$ cat src/rtl/div_arbiter_pkg.sv
// ---------------------------------------------------------------------------
// div_arbiter_pkg
// Shared types and constants for the divider arbiter slice.
//   state_t          : sequencer states (RESPOND used only with DIV_ZERO_CHECK_EN)
//   N_REQ_DEFAULT    : default number of requesters
//   W_DEFAULT        : default operand / result width
//   MAX_REQ          : largest supported requester count
//   index_to_onehot  : requester index -> one-hot grant vector (MAX_REQ wide)
// ---------------------------------------------------------------------------
package div_arbiter_pkg;

  localparam int N_REQ_DEFAULT = 4;
  localparam int W_DEFAULT     = 16;
  localparam int MAX_REQ       = 8;

  typedef enum logic [2:0] {
    IDLE,
    ISSUE,
    WAIT_DONE,
    WAIT_RELEASE,
    RESPOND
  } state_t;

  function automatic logic [MAX_REQ-1:0] index_to_onehot(input logic [2:0] idx);
    logic [MAX_REQ-1:0] oh;
    oh      = '0;
    oh[idx] = 1'b1;
    return oh;
  endfunction

endpackage

$ cat src/rtl/div_arbiter_rr_picker.sv
// ---------------------------------------------------------------------------
// rr_picker
// Combinational round-robin search: finds the first set bit of req starting
// at ptr and wrapping around.
//   req   in  N_REQ           request levels
//   ptr   in  $clog2(N_REQ)   search start position
//   found out 1               any request present
//   index out $clog2(N_REQ)   selected requester (0 when found is low)
// ---------------------------------------------------------------------------
module rr_picker #(
  parameter int N_REQ = 4
) (
  input  logic [N_REQ-1:0]         req,
  input  logic [$clog2(N_REQ)-1:0] ptr,
  output logic                     found,
  output logic [$clog2(N_REQ)-1:0] index
);

  localparam int PW = $clog2(N_REQ);

  always_comb begin
    logic [PW:0]   sum;
    logic [PW-1:0] cidx;
    // NOTE: combinational outputs get a default before any branch so no path
    // leaves them unassigned (which would infer a latch); blocking '=' here.
    found = 1'b0;
    index = '0;
    sum   = '0;
    cidx  = '0;
    for (int k = 0; k < N_REQ; k++) begin
      // ptr + k modulo N_REQ; one extra bit holds the unwrapped sum
      sum = {1'b0, ptr} + (PW+1)'(k);
      if (sum >= (PW+1)'(N_REQ)) sum = sum - (PW+1)'(N_REQ);
      cidx = sum[PW-1:0];
      if (!found && req[cidx]) begin
        found = 1'b1;
        index = cidx;
      end
    end
  end

endmodule

$ cat src/rtl/div_arbiter.sv
// ---------------------------------------------------------------------------
// div_arbiter
// Round-robin arbiter/sequencer sharing one iterative divider among N_REQ
// requesters. Latches the granted operands, pulses div_comenzar, waits for
// div_finalizado, returns the quotient, then waits for the finish flag to
// drop before the next issue.
//
// Optional feature macro: DIV_ZERO_CHECK_EN
//   defined   : zero divisors bypass the divider (RESPOND state), result is
//               all-ones and req_error pulses with req_done.
//   undefined : zero divisors go to the divider; req_error tied to 0.
//
// Ports
//   clock           in   system clock
//   rst             in   asynchronous active-high reset
//   req_valid       in   N_REQ    request levels, held until req_done
//   req_dividendo   in   N_REQ*W  packed dividends, slice i = [i*W +: W]
//   req_divisor     in   N_REQ*W  packed divisors
//   req_done        out  N_REQ    one-hot completion pulse
//   req_error       out  N_REQ    divide-by-zero flag, with req_done
//   resultado       out  W        quotient, held until next req_done
//   busy            out  1        high whenever not IDLE
//   div_comenzar    out  1        divider start pulse
//   div_dividendo   out  W        divider operand
//   div_divisor     out  W        divider operand
//   div_finalizado  in   1        divider finish level
//   div_cociente    in   32       divider result, [W-1:0] used
// ---------------------------------------------------------------------------
module div_arbiter
  import div_arbiter_pkg::*;
#(
  parameter int N_REQ = N_REQ_DEFAULT,
  parameter int W     = W_DEFAULT
) (
  input  logic               clock,
  input  logic               rst,
  input  logic [N_REQ-1:0]   req_valid,
  input  logic [N_REQ*W-1:0] req_dividendo,
  input  logic [N_REQ*W-1:0] req_divisor,
  output logic [N_REQ-1:0]   req_done,
  output logic [N_REQ-1:0]   req_error,
  output logic [W-1:0]       resultado,
  output logic               busy,
  output logic               div_comenzar,
  output logic [W-1:0]       div_dividendo,
  output logic [W-1:0]       div_divisor,
  input  logic               div_finalizado,
  input  logic [31:0]        div_cociente
);

  localparam int PW = $clog2(N_REQ);

  state_t             state_q, state_d;
  logic [PW-1:0]      ptr_q, ptr_d;
  logic [PW-1:0]      grant_q, grant_d;
  logic [N_REQ-1:0]   req_done_q, req_done_d;
  logic [W-1:0]       resultado_q, resultado_d;
  logic               busy_q, busy_d;
  logic               div_comenzar_q, div_comenzar_d;
  logic [W-1:0]       div_dividendo_q, div_dividendo_d;
  logic [W-1:0]       div_divisor_q, div_divisor_d;
`ifdef DIV_ZERO_CHECK_EN
  logic [N_REQ-1:0]   req_error_q, req_error_d;
`endif

  logic               pick_found;
  logic [PW-1:0]      pick_idx;
  logic [W-1:0]       pick_dividendo;
  logic [W-1:0]       pick_divisor;

  // Upper quotient bits are never returned.
  logic unused_cociente_hi;
  assign unused_cociente_hi = ^div_cociente[31:W];

  rr_picker #(.N_REQ(N_REQ)) u_picker (
    .req   (req_valid),
    .ptr   (ptr_q),
    .found (pick_found),
    .index (pick_idx)
  );

  assign pick_dividendo = req_dividendo[pick_idx*W +: W];
  assign pick_divisor   = req_divisor[pick_idx*W +: W];

  function automatic logic [PW-1:0] next_ptr(input logic [PW-1:0] i);
    return (i == PW'(N_REQ-1)) ? '0 : i + 1'b1;
  endfunction

  always_comb begin
    state_d         = state_q;
    ptr_d           = ptr_q;
    grant_d         = grant_q;
    req_done_d      = '0;
    resultado_d     = resultado_q;
    div_comenzar_d  = 1'b0;
    div_dividendo_d = div_dividendo_q;
    div_divisor_d   = div_divisor_q;
`ifdef DIV_ZERO_CHECK_EN
    req_error_d     = '0;
`endif

    case (state_q)
      IDLE: begin
        if (pick_found) begin
          grant_d         = pick_idx;
          div_dividendo_d = pick_dividendo;
          div_divisor_d   = pick_divisor;
`ifdef DIV_ZERO_CHECK_EN
          if (pick_divisor == '0) begin
            // Answer directly; the divider is never started.
            state_d     = RESPOND;
            resultado_d = '1;
            req_done_d  = N_REQ'(index_to_onehot(3'(pick_idx)));
            req_error_d = N_REQ'(index_to_onehot(3'(pick_idx)));
            ptr_d       = next_ptr(pick_idx);
          end else begin
            state_d        = ISSUE;
            div_comenzar_d = 1'b1;
          end
`else
          state_d        = ISSUE;
          div_comenzar_d = 1'b1;
`endif
        end
      end
      // div_comenzar_q is high for the whole ISSUE cycle.
      ISSUE: state_d = WAIT_DONE;
      WAIT_DONE: begin
        if (div_finalizado) begin
          state_d     = WAIT_RELEASE;
          resultado_d = div_cociente[W-1:0];
          req_done_d  = N_REQ'(index_to_onehot(3'(grant_q)));
          ptr_d       = next_ptr(grant_q);
        end
      end
      // The finish flag is a level; issuing before it drops could let the
      // stale flag be mistaken for completion of the next operation.
      WAIT_RELEASE: begin
        if (!div_finalizado) state_d = IDLE;
      end
`ifdef DIV_ZERO_CHECK_EN
      RESPOND: state_d = IDLE;
`endif
      default: state_d = IDLE;
    endcase

    busy_d = (state_d != IDLE);
  end

  // NOTE: every flop here, operands included, is reset so the divider port
  // and all outputs read 0 immediately on rst, even mid-operation.
  always_ff @(posedge clock or posedge rst) begin
    if (rst) begin
      state_q         <= IDLE;
      ptr_q           <= '0;
      grant_q         <= '0;
      req_done_q      <= '0;
      resultado_q     <= '0;
      busy_q          <= 1'b0;
      div_comenzar_q  <= 1'b0;
      div_dividendo_q <= '0;
      div_divisor_q   <= '0;
`ifdef DIV_ZERO_CHECK_EN
      req_error_q     <= '0;
`endif
    end else begin
      // NOTE: non-blocking '<=' so every flop samples pre-edge values.
      state_q         <= state_d;
      ptr_q           <= ptr_d;
      grant_q         <= grant_d;
      req_done_q      <= req_done_d;
      resultado_q     <= resultado_d;
      busy_q          <= busy_d;
      div_comenzar_q  <= div_comenzar_d;
      div_dividendo_q <= div_dividendo_d;
      div_divisor_q   <= div_divisor_d;
`ifdef DIV_ZERO_CHECK_EN
      req_error_q     <= req_error_d;
`endif
    end
  end

  assign req_done      = req_done_q;
  assign resultado     = resultado_q;
  assign busy          = busy_q;
  assign div_comenzar  = div_comenzar_q;
  assign div_dividendo = div_dividendo_q;
  assign div_divisor   = div_divisor_q;
`ifdef DIV_ZERO_CHECK_EN
  assign req_error     = req_error_q;
`else
  assign req_error     = '0;
`endif

endmodule

$ cat config.mk
export PLATFORM = sky130hd
export DESIGN_NAME = div_arbiter
export DESIGN_NICKNAME = d
export VERILOG_FILES = /design/src/rtl/div_arbiter_pkg.sv /design/src/rtl/div_arbiter_rr_picker.sv /design/src/rtl/div_arbiter.sv
export SDC_FILE = /design/constraint.sdc
export NUM_CORES = 1
export LEC_CHECK = 0
export CORE_MARGIN = 2
export CORE_UTILIZATION = 33
export CTS_BUF_LIST = sky130_fd_sc_hd__clkbuf_8
export CTS_CLUSTER_DIAMETER = 50
export DETAILED_ROUTE_END_ITERATION = 6
export PLACE_DENSITY = 0.78
export SLEW_MARGIN = 20
export SYNTH_ARGS = -nofsm -noshare
export SYNTH_HDL_FRONTEND = slang
export SYNTH_SLANG_ARGS = --single-unit
$ cat constraint.sdc
create_clock -name clock -period 1.9 [get_ports clock]
set_input_delay 0.38 -clock clock [delete_from_list [all_inputs] [get_ports clock]]
set_output_delay 0.38 -clock clock [all_outputs]
set_load 0.005 [all_outputs]
# Word level (Yosys, flattened, before mapping)
# Index checks and enable logic that the tools add are counted.
# word_totals
regBits	61
in_bits	167
out_inout_bits	58
word_cells	75
# classes
n_addsub	8
n_lt_le_gt_ge	10
n_eq_ne	4
n_shift	2
n_mux	31
reduce_logical	11
# op_table
operator	n
variable part select 64 x 7 -> 16 bit	2
2-to-1 mux 2 bit	9
less-than comparator 2 x 3 -> 1 bit (second input constant)	4
case mux 3 bit (4 select lines)	1
2-to-1 mux 1 bit	11
greater-or-equal comparator 3 bit (second input constant)	3
2-to-1 mux 3 bit	3
binary-select mux 1 bit (select 2 bit)	4
2-to-1 mux 4 bit	2
subtractor 2 x 1 -> 2 bit (second input constant)	4
adder 2 x 2 -> 3 bit (second input constant)	2
equality test 3 x 2 -> 1 bit (second input constant)	2
logical AND 1 bit	4
less-than comparator 2 x 4 -> 1 bit (second input constant)	1
AND reduction 2 bit	2
adder 2 x 1 -> 3 bit (second input constant)	1
equality test 3 x 1 -> 1 bit (second input constant)	1
greater-or-equal comparator 2 x 3 -> 1 bit (second input constant)	1
logical NOT 1 bit	3
logical NOT 3 bit	1
nonzero test 3 bit	1
adder 2 x 1 -> 2 bit (second input constant)	1
demux 1 bit (select 2 bit)	1
equality test 2 bit (second input constant)	1
greater-or-equal comparator 2 x 1 -> 1 bit (second input constant)	1

# Logic depth before layout (Yosys ltp)
# logic_depth
word_depth	17
depth_mapped	7
ltp_nobuf	5

# Modules after synthesis
# A second synthesis with hierarchy kept.
# hier_totals
hier_cells	199
hier_area_um2	3236.9
# by_module_without_submodules
mod	instances	cells_per_inst	area_each_um2	seq_area_each_um2
div_arbiter	1	184	3159.3	1526.5
rr_picker	1	15	77.6	0.0

# Worst setup path before layout
# No wires, ideal clock.
# synth_timing
kind	input-to-reg
start	input req_valid[1]
end	register div_dividendo_q[12] (netlist: div_dividendo[12])
setup_time_ns	0.142
t_arrival_ns	1.564
t_required_ns	1.758
slack_ns	0.193
cell_stages	6
n_path_buf	1
path_cell_list	nand2b_1 -> a21oi_1 -> o32a_1 -> clkbuf_1 -> mux2i_1 -> o221ai_1
# synth_between
elab_chain_len	13
elab_cells_between_ends	24
classes_between	shift (1); mux (16); reduce/logical (7)
# synth_lines
element	line	rtl
start, declared	div_arbiter.sv:37	input logic [N_REQ-1:0] req_valid,
binary-select mux 1 bit (select 2 bit)	div_arbiter_rr_picker.sv:35	if (!found && req[cidx]) begin
2-to-1 mux 1 bit (not written as such)	div_arbiter_rr_picker.sv:35	
2-to-1 mux 1 bit	div_arbiter_rr_picker.sv:35	
logical NOT 1 bit	div_arbiter_rr_picker.sv:35	
logical AND 1 bit	div_arbiter_rr_picker.sv:35	
2-to-1 mux 1 bit	div_arbiter_rr_picker.sv:35	
logical NOT 1 bit	div_arbiter_rr_picker.sv:35	
logical AND 1 bit	div_arbiter_rr_picker.sv:35	
2-to-1 mux 1 bit	div_arbiter_rr_picker.sv:35	
logical NOT 1 bit	div_arbiter_rr_picker.sv:35	
logical AND 1 bit	div_arbiter_rr_picker.sv:35	
2-to-1 mux 2 bit / 2-to-1 mux 1 bit (equally long branches)	div_arbiter_rr_picker.sv:35	
variable part select 64 x 7 -> 16 bit / AND reduction 2 bit (equally long branches)	-	
end signal, assigned	div_arbiter.sv:175	div_dividendo_q <= div_dividendo_d;
end, declared	div_arbiter.sv:60	logic [W-1:0] div_dividendo_q, div_dividendo_d;
# Several ways; a longest one is shown, not always the timed one. The select of a mux whose other input is x is not followed.
# A chain may end at the register's enable or synchronous reset.

# Worst setup path in the final report
# layout_timing
start	input req_valid[2]
end	register div_dividendo_q[12] (netlist: div_dividendo[12])
# The elaborated chain is that of the path after synthesis.

==> run_results.csv <==
group,metric,value,unit
outcome,outcome,"finished, final reports clean",
layout,layout.nets,659,
clocking,cts.reportedPaths.clkPinSlew,0.08,ns
timing,setup_viol,0,
pwr,p_per_area,1126,nW/um2
route,highest_layer,"met4",
timing,hold_ws,0.4171,ns
pwr,power_frac_comb,0.513,
route,route.met2.wl,5094,um
route,drt-pass1-iter-count,4,
placed_design,dp_slack,-0.4654,ns
layout,antennaDiodeCount,0,
logic_synthesis,seq_area_frac_synth,0.4767,
layout,finalNonFillerCells,622,
critical_path,worst-setup-path-type,"in -> reg",
pwr,switchingPower,2.125,mW
min_path,hold_class,"in -> async",
route,avgViaCountPerCell,4.878,
logic_synthesis,synth.top_cells.by_area,"dfrtp_1, mux2i_1, o221ai_1",
critical_path,worstPathRequired,2.15,ns
timing,final_hold_viol_count,0,
logic_synthesis,synth_cells,270,
logic_synthesis,yosysTopAreaCellShare,0.4767,
timing,period_share,0.9842,
timing,setup_ws,0.03005,ns
logic_synthesis,ys_types,28,
placed_design,place_congestion,0.7578,
clocking,clk_path_buf_depth,2,
pwr,clock_power_share,0.155,
floorplan,rows,35,
grt,grt_pass1_vias,3211,
grt,antenna_found_initial,0,
floorplan,core,9328,um2
timing,finalSetupTns,0,ns
pwr,seq_power_share,0.331,
placed_design,place_hpwl,7665,um
route,wl_met3,1090,um
critical_path,critPathMaxFanout,11,
critical_path,critPathSlowestCell,"or4_4",
critical_path,path_buf_inv,2,
floorplan,die-area,10510,um2
clocking,clock_latency,0.34,ns
floorplan,design.portCount,225,
clocking,cts_root_buf,"clkbuf_8",
logic_synthesis,ys_ff_latch,61,
critical_path,cp_cell_sequence,"clkdlybuf4s15_1, nor2b_2, o21ai_2, o221ai_2, or4_4, bufbuf_16, o221ai_1",
route,vias,3034,
route,drc,0,
logic_synthesis,avgSynthCellArea,11.86,um2
clocking,h-tree-depth,3,
timing,rsz0062_at_grt,"true",
timing,skew,0.008374,ns
timing,slew_viol_final,0,
logic_synthesis,yosys.area.top_type,"dfrtp_1",
pwr,p_int,4.424,mW
grt,grt_overflow_total,0,
placed_design,dp_cells,602,
critical_path,crit_path_end_kind,"flop",
timing,fmax,0.5348,GHz
pwr,finalPower,6.549,mW
critical_path,arrival,2.12,ns
grt,grt.total_usage,0.1900,
job,maxCapViolations,0,
clocking,ctsHoldBuffers,0,
clocking,cts_tree,"yes",
critical_path,cp_slowest_stage_delay,0.53,ns
grt,grt_start_max_net_pins,62,
logic_synthesis,yosysWarnings,0,
pwr,vdd_drop_max,0.0007475,V
route,drt-initial-drc-count,58,
floorplan,start_util,0.3433,
grt,grt_pass1_wl,15250,um
floorplan,dieHeight,102.5,um
timing,min_period,1.870,ns
route,finalWirelength,10090,um
pwr,switching_share,0.3245,
critical_path,cpLargestDelayFamily,"simple AND/OR/NAND/NOR gates",
floorplan,die_w,102.5,um
layout,syn_to_final_growth,81.59,%
route,antenna_left,0,
pwr,leakage,2.515,nW
clocking,clock-sinks,61,
critical_path,worstSetupStartpointType,"input port",
route,wire_per_inst,16.22,um
layout,drive_above_1_share,0.1602,
logic_synthesis,synth_area,3202,um2
placed_design,io_buffers,204,
route,wl_met1,3760,um
clocking,numCtsBuffers,9,
==> routing by layer <==
metal  track usage  up-vias
li1              -     1427
met1        0.2067     1444
met2        0.3419      150
met3       0.06847       13
met4       0.06462        0
met5             0        -
==> synth_stat cells, drive strengths merged <==
cell type  number
mux2i          64
dfrtp          61
nand2          36
o221ai         33
buf            18
mux2           18
clkbuf          6
inv             5
and2            4
ha              4
nor2            4
a21oi           3
o21ai           3
nor2b           2
or4             2
a21boi          1
conb            1
nand2b          1
nand3b          1
nor4            1
o21bai          1
o32a            1
==> repair_timing <==
| item | CTS | global route |
|---|---|---|
| buffers inserted | 1 | 1 |
| pin swaps | 1 | 2 |
| hold endpoints to repair | 0 | 0 |
| resized for setup | 13 | 14 |
| setup endpoints to repair | 32 | 14 |
| cloned | 2 | 0 |
==> worst min-delay path: stages <==
cell and delay, ns:
clkdlybuf4s50_1 0.41, inv_2 0.07, buf_12 0.29
==> cells in the final DEF, fill, tap and decap left out <==
master,instances
clkinvlp_4,2
conb_1,5
ha_1,4
clkinv_4,2
clkdlybuf4s50_1,200
inv_2,3
clkbuf_8,9
dlygate4sd2_1,3
a21boi_2,1
inv_1,2
clkdlybuf4s15_1,1
mux2i_1,64
buf_4,13
o21ai_2,1
nor4_1,1
nand2b_4,1
o32a_2,1
clkinv_2,2
buf_6,1
bufbuf_16,2
nor2b_2,1
and2_1,4
inv_6,1
o221ai_1,21
o221ai_2,12
o21ai_0,2
buf_12,7
dfrtp_1,61
mux2_2,18
or4_4,2
nand3b_1,1
o21bai_1,1
nor2_1,4
nand2_1,36
nor2b_1,1
a21oi_1,3
==> power by group through the flow <==
stage / combinational (mW) / clock, mW / sequential [mW]
after floorplan: 1.42 / 0 / 2.18
after global placement: 3.10 / 0 / 2.14
after detailed placement: 3.18 / 0 / 2.18
after CTS: 3.32 / 1.06 / 2.17
after global routing: 3.63 / 1.12 / 2.24
final: 3.36 / 1.02 / 2.17
==> stage by stage <==
stage                     utilization  instance area [um2]
final                          0.6233                 5814
after CTS                      0.6150                 5737
after global routing           0.6233                 5814
after global placement         0.5846                 5453
after floorplan                     -                 3217
after detailed placement       0.5846                 5453
==> registers in the layout, indices dropped and copies added (netlist names) <==
signal         count
div_comenzar       1
ptr_q              2
grant_q            2
resultado         16
div_divisor       16
state_q            3
div_dividendo     16
req_done           4
busy               1
==> cell type report <==
type,count,area (um2)
clock buffers,9,123.9
clock inverters,7,51.30
fillers,777,3513
inverters,5,18.77
multi-input cells,184,1580
flip-flops and latches,61,1526
well taps,129,161.4
repair buffers,227,2352
==> final timing paths <==
check | from | slack, ns | to | cells past startpoint
max | req_valid[2] | 0.03 | div_dividendo[12]$_DFFE_PP0P_ | 7
min | rst | 0.42 | resultado[5]$_DFFE_PP0P_ | 3
max reg2reg | ptr_q[0]$_DFFE_PP0P_ | 0.06 | div_dividendo[12]$_DFFE_PP0P_ | 6
min reg2reg | div_dividendo[13]$_DFFE_PP0P_ | 0.48 | div_dividendo[13]$_DFFE_PP0P_ | 2
max in group asynchronous | rst | 1.20 | div_dividendo[13]$_DFFE_PP0P_ | 3
min in group clock | div_dividendo[13]$_DFFE_PP0P_ | 0.48 | div_dividendo[13]$_DFFE_PP0P_ | 2
==> logic make-up (layout without fill, tap and decap cells) <==
| group | after synthesis | after routing | synth area share |
|---|---|---|---|
| other | 1 | 5 | 0.001171 |
| flip-flops | 61 | 61 | 0.4767 |
| adder cells (fa/ha/maj) | 4 | 4 | 0.01563 |
| buffers and inverters | 29 | 248 | 0.06408 |
| multiplexers | 82 | 82 | 0.2634 |
| AND/OR/NAND/NOR | 51 | 51 | 0.06956 |
| AO/OA/AOI/OAI | 42 | 42 | 0.1094 |
(Power assumes the default switching activity.)
